`config.mk`:
```
export PLATFORM = sky130hd
export DESIGN_NAME = gate_match_monitor
export DESIGN_NICKNAME = d
export VERILOG_FILES = /design/src/rtl/gate_mon_pkg.sv /design/src/rtl/sat_counter.sv /design/src/rtl/gate_match_monitor.sv
export SDC_FILE = /design/constraint.sdc
export NUM_CORES = 1
export LEC_CHECK = 0
export CAP_MARGIN = 25
export CELL_PAD_IN_SITES_DETAIL_PLACEMENT = 0
export CELL_PAD_IN_SITES_GLOBAL_PLACEMENT = 2
export CORE_MARGIN = 2
export CORE_UTILIZATION = 25
export DETAILED_ROUTE_END_ITERATION = 8
export PLACE_DENSITY_LB_ADDON = 0.1
export REMOVE_ABC_BUFFERS = 1
export SLEW_MARGIN = 20
export SYNTH_ARGS = -nofsm -noshare
export SYNTH_HDL_FRONTEND = slang
export SYNTH_HIERARCHICAL = 1
export SYNTH_SLANG_ARGS = --single-unit
export TNS_END_PERCENT = 10
```
`constraint.sdc`:
```
create_clock -name clk -period 1.92 [get_ports clk]
set_clock_uncertainty 0.05 [all_clocks]
set_input_delay 0.48 -clock clk [delete_from_list [all_inputs] [get_ports clk]]
set_output_delay 0.48 -clock clk [all_outputs]
set_load 0.02 [all_outputs]
```
`src/rtl/gate_mon_pkg.sv`:
```
// rtl/gate_mon_pkg.sv - shared types and saturation limits for gate_match_monitor
package gate_mon_pkg;

    typedef enum logic [1:0] {
        IDLE = 2'b00,
        RUN  = 2'b01,
        HIT  = 2'b10
    } state_t;

    function automatic int sat_max(input int w);
        return (1 << w) - 1;
    endfunction

    localparam int DEF_CNT_W   = 8;
    localparam int DEF_RUN_W   = 4;
    localparam int DEF_CNT_MAX = sat_max(DEF_CNT_W);
    localparam int DEF_RUN_MAX = sat_max(DEF_RUN_W);

endpackage

```
`src/rtl/sat_counter.sv`:
```
// rtl/sat_counter.sv - up counter with synchronous clear that sticks at all-ones
module sat_counter #(
    parameter int W = 8
) (
    input  logic         clk,
    input  logic         clr,
    input  logic         inc,
    output logic [W-1:0] q
);

    localparam logic [W-1:0] MAX = '1;

    logic [W-1:0] r_q;

    always_ff @(posedge clk) begin
        if (clr) begin
            r_q <= '0;
        end else if (inc && (r_q != MAX)) begin
            r_q <= r_q + 1'b1;
        end
    end

    assign q = r_q;

endmodule

```
`src/rtl/gate_match_monitor.sv`:
```
// rtl/gate_match_monitor.sv - edge/run monitor for the gate output; GATE_MON_STICKY_EN makes det sticky
module gate_match_monitor
    import gate_mon_pkg::*;
#(
    parameter int CNT_W      = DEF_CNT_W,
    parameter int RUN_W      = DEF_RUN_W,
    parameter int RUN_THRESH = 3
) (
    input  logic             clk,
    input  logic             rst,
    input  logic             in_valid,
    input  logic             y_in,
    input  logic             clr,
    output logic             rise_pulse,
    output logic [CNT_W-1:0] match_count,
    output logic [RUN_W-1:0] run_len,
    output logic             det,
    output logic [1:0]       state_o
);

    if ((RUN_THRESH < 1) || (RUN_THRESH > sat_max(RUN_W))) begin : g_bad_thresh
        $error("gate_match_monitor: RUN_THRESH out of range 1..2^RUN_W-1");
    end

    // A sample of 1 reaches the threshold when the pre-increment length is already THRESH-1.
    localparam logic [RUN_W-1:0] THRESH_M1 = RUN_W'(RUN_THRESH - 1);

    state_t             r_state;
    state_t             w_state_next;
    logic               r_prev_y;
    logic               r_rise;
    logic               r_det;
    logic               w_det_next;
    logic               w_clear;
    logic               w_sample;
    logic               w_rise;
    logic               w_reach;
    logic [CNT_W-1:0]   w_match_count;
    logic [RUN_W-1:0]   w_run_len;

    assign w_clear  = rst | clr;
    assign w_sample = in_valid & ~w_clear;
    assign w_rise   = w_sample & y_in & ~r_prev_y;
    assign w_reach  = (w_run_len >= THRESH_M1);

    sat_counter #(.W(CNT_W)) u_match_cnt (
        .clk (clk),
        .clr (w_clear),
        .inc (w_rise),
        .q   (w_match_count)
    );

    sat_counter #(.W(RUN_W)) u_run_cnt (
        .clk (clk),
        .clr (w_clear | (w_sample & ~y_in)),
        .inc (w_sample & y_in),
        .q   (w_run_len)
    );

    always_comb begin
        w_state_next = r_state;
        case (r_state)
            IDLE: if (w_sample && y_in) w_state_next = w_reach ? HIT : RUN;
            RUN:  if (w_sample)         w_state_next = y_in ? (w_reach ? HIT : RUN) : IDLE;
            HIT:  if (w_sample && !y_in) w_state_next = IDLE;
            default:                    w_state_next = IDLE;
        endcase
    end

`ifdef GATE_MON_STICKY_EN
    assign w_det_next = r_det | (w_state_next == HIT);
`else
    assign w_det_next = (w_state_next == HIT);
`endif

    always_ff @(posedge clk) begin
        if (w_clear) begin
            r_state  <= IDLE;
            r_prev_y <= 1'b0;
            r_rise   <= 1'b0;
            r_det    <= 1'b0;
        end else begin
            r_state <= w_state_next;
            r_rise  <= w_rise;
            r_det   <= w_det_next;
            if (w_sample) begin
                r_prev_y <= y_in;
            end
        end
    end

    assign rise_pulse  = r_rise;
    assign match_count = w_match_count;
    assign run_len     = w_run_len;
    assign det         = r_det;
    assign state_o     = r_state;

endmodule

```
==> run metrics <==
Synth Flop Type=dfxtp_1; Seq cells post-synth=17; fin. max-slew vios=0; H-Tree Depth=1; Compound-Gate Fraction of Synth Area=0.202; core area=approximately 3100 µm²; maximum VDD drop=approximately 0.28 mV; TritonCTS clock tree=done; number of global-route vias before repair=just under 700; CP Data Arrival Time=about 1300 ps; Post-Syn Area=~830 µm²; crit path cell chain=clkdlybuf4s50_1; Global Route Usage Sum=0.116; Req. time, crit path=roughly 1400 ps; clock network power share=0.328; largest family of logic cells by synthesized area=simple AND/OR/NAND/NOR gates; Reg2Reg Setup Slack=440 ps; Setup crit start kind=flip-flop; post-synthesis xor/xnor area fraction=0; kind of critical path=reg2out; Clk Latency, worst-skew pair=about 290 ps; die area=approximately 3800 µm²; Reg2Reg Capture Point=u_match_cnt/q[0]; Site Rows=20; WHS Path Cells=1; RR Startpoint=u_match_cnt/q[0]; PD cells=496 nW/µm²; CP max stage cell=clkdlybuf4s50_1; CP Max Fanout=5; nets@finish=between 100 and 150; total number of vias=about 780; part of the power in registers=0.585; largest net degree at the start of global routing=12; Syn Area/Cell=roughly 9.7 µm²; I/O pin count=21; Clock Pin Slew Worst Setup and Hold Paths=approximately 110 ps; fmax=about 0.54 GHz; RSZ-0062 raised after global routing=no; Initial Utilization=0.268; Detailed Place HPWL=about 1.4 mm; synthesis-to-layout area growth=47.9%; Die Span Y=around 60 µm; vias per cell=4.67; Post-synth ARST share=0; layout cell share with drive strength beyond 1=0.238; Routed wire per std cell=around 11 µm; placed cell count=about 160; switching pwr=0.145 mW; Final min period=1850 ps; Gate power share=0.087; GRT Residual Overflow=0; worst hold start=r_prev_y; CP Launch Point=state_o[1]; R2R depth=4; commonest non-fill, non-tap cell in the layout=dfxtp_1; clk buf depth=2; hold buffer count at cts=0; Cells after Synth=86; status=finished, final reports clean; cell family with most CP delay=buffers and inverters; CTS Sinks=17; DRT iter0 DRCs=36; Final Hold Fails=0; Post-synth EDFFs=0; Slew HR=0.692; die width=about 62 µm; Root Driver=clkbuf_4; final setup TNS=0 ps; Internal Power=between 0.4 and 0.5 mW; Setup Viol. Count Final=0; Antenna Nets Post-Route=0; Final Wtd Congestion=just under 0.8; Max-Cap Viols=0; postcts setup bufs=0; DRC Markers=0; YS warnings=6; Leak=between 0.5 and 0.6 nW; Pre-antenna DRT Iters=5; Num CTS Buffers=3; register area share after synthesis=0.410; commonest cells after routing, fill and taps aside=17 x dfxtp_1, 13 x buf_4, 11 x clkdlybuf4s50_1, 8 x a21oi_1, 8 x dlymetal6s2s_1; CP Capture Type=primary output; global-route wire length before repair=between 3 and 4 mm; final std cells w/o fill=about 170; synth unique cells=35; Period Utilization, post-route=0.965; routed wire length=1.89 mm; Hold Crit Class=reg2reg; post-synthesis mux area share=0.0602; switching share of power=0.238; Worst Hold Path EP=rise_pulse; diode count=0; Slew @ Worst Pin=roughly 460 ps; Post-Synth Simple-Gate Area=0.271; WP buf/inv=1; port buffer count=20; initial antenna violation count=0; Adder-Cell Fraction of Synth Area=0.0301; slowest stage delay, CP=slightly above 600 ps
-- area by class of cell --
cell class | count | area [µm²]
Sequential cell | 17 | 340
Clock buffer | 4 | 26.3
Multi-Input combinational cell | 65 | 479
Fill cell | 326 | 1870
Tap cell | 44 | 55.1
Timing Repair Buffer | 33 | 317
Inverter | 3 | 11.3
-- worst max-delay path by stage --
stage	end	slack, ps	depth (start not counted)
floorplan	u_match_cnt/q[3]	10	6
CTS	match_count[0]	10	1
finish	state_o[1]	70	1
global placement	u_match_cnt/q[3]	-300	8
detailed placement	u_match_cnt/q[3]	-320	8
global route	state_o[1]	3	1
-- power by group through the flow --
stage               Clock, mW  Sequential, mW  Combinational (mW)
finish                  0.200           0.357              0.0530
detailed placement          0           0.365              0.0527
floorplan                   0           0.367              0.0190
global route            0.228           0.358              0.0590
CTS                     0.213           0.357              0.0535
global placement            0           0.365              0.0528
-- state kept, by name (all words and copies together) (netlist names) --
| signal | count |
|---|---|
| rise_pulse | 1 |
| state_o | 2 |
| det | 1 |
| u_run_cnt/q | 4 |
| u_match_cnt/q | 8 |
| r_prev_y | 1 |
-- kinds of logic (layout without fill, tap and decap cells) --
kind of cell | Yosys count | count (layout)
simple gates | 36 | 36
compound gates | 23 | 23
flops | 17 | 17
mux | 4 | 4
buf+inv | 4 | 40
fa+ha+maj | 2 | 2
-- synthesized netlist by cell type (2+ instances only) --
| library cell | number | share of area |
|---|---|---|
| nor3_1 | 5 | 0.030 |
| ha_1 | 2 | 0.030 |
| a2111oi_0 | 2 | 0.021 |
| a211oi_1 | 2 | 0.018 |
| dfxtp_1 | 17 | 0.41 |
| nand4_1 | 3 | 0.023 |
| mux2_4 | 2 | 0.036 |
| a21oi_1 | 8 | 0.048 |
| and4_1 | 2 | 0.021 |
| nand2b_1 | 3 | 0.023 |
| and3_4 | 2 | 0.027 |
| nand3_1 | 2 | 0.012 |
| inv_1 | 3 | 0.014 |
| o21bai_1 | 2 | 0.018 |
| nor2_1 | 4 | 0.018 |
| nand2_1 | 7 | 0.032 |
| mux2i_1 | 2 | 0.024 |
-- metal layers --
layer	global-route usage	up-vias	share of wire
met3	0.0378	2	0.050
met2	0.159	19	0.43
met5	0	-	0
met1	0.165	360	0.51
li1	-	395	-
met4	0.0456	0	0.0095
-- timing repair --
action | CTS | global route
endpoints found under the setup margin | 2 | 11
resized for setup | 2 | 10
pin swaps | 1 | 0
hold endpoints to repair | 0 | 0
-- stage by stage --
step | power [mW] | instance area, µm² | utilization | setup WS, ps | hold slack [ps]
floorplan | 0.386 | 820 | - | 14.5 | 376
global placement | 0.418 | 1170 | 0.378 | -296 | 389
detailed placement | 0.418 | 1170 | 0.378 | -318 | 395
CTS | 0.624 | 1200 | 0.388 | 11.0 | 431
global route | 0.645 | 1230 | 0.396 | 2.95 | 467
finish | 0.609 | 1230 | 0.396 | 66.4 | 434
Note: power is estimated with default switching activity, not from simulation.
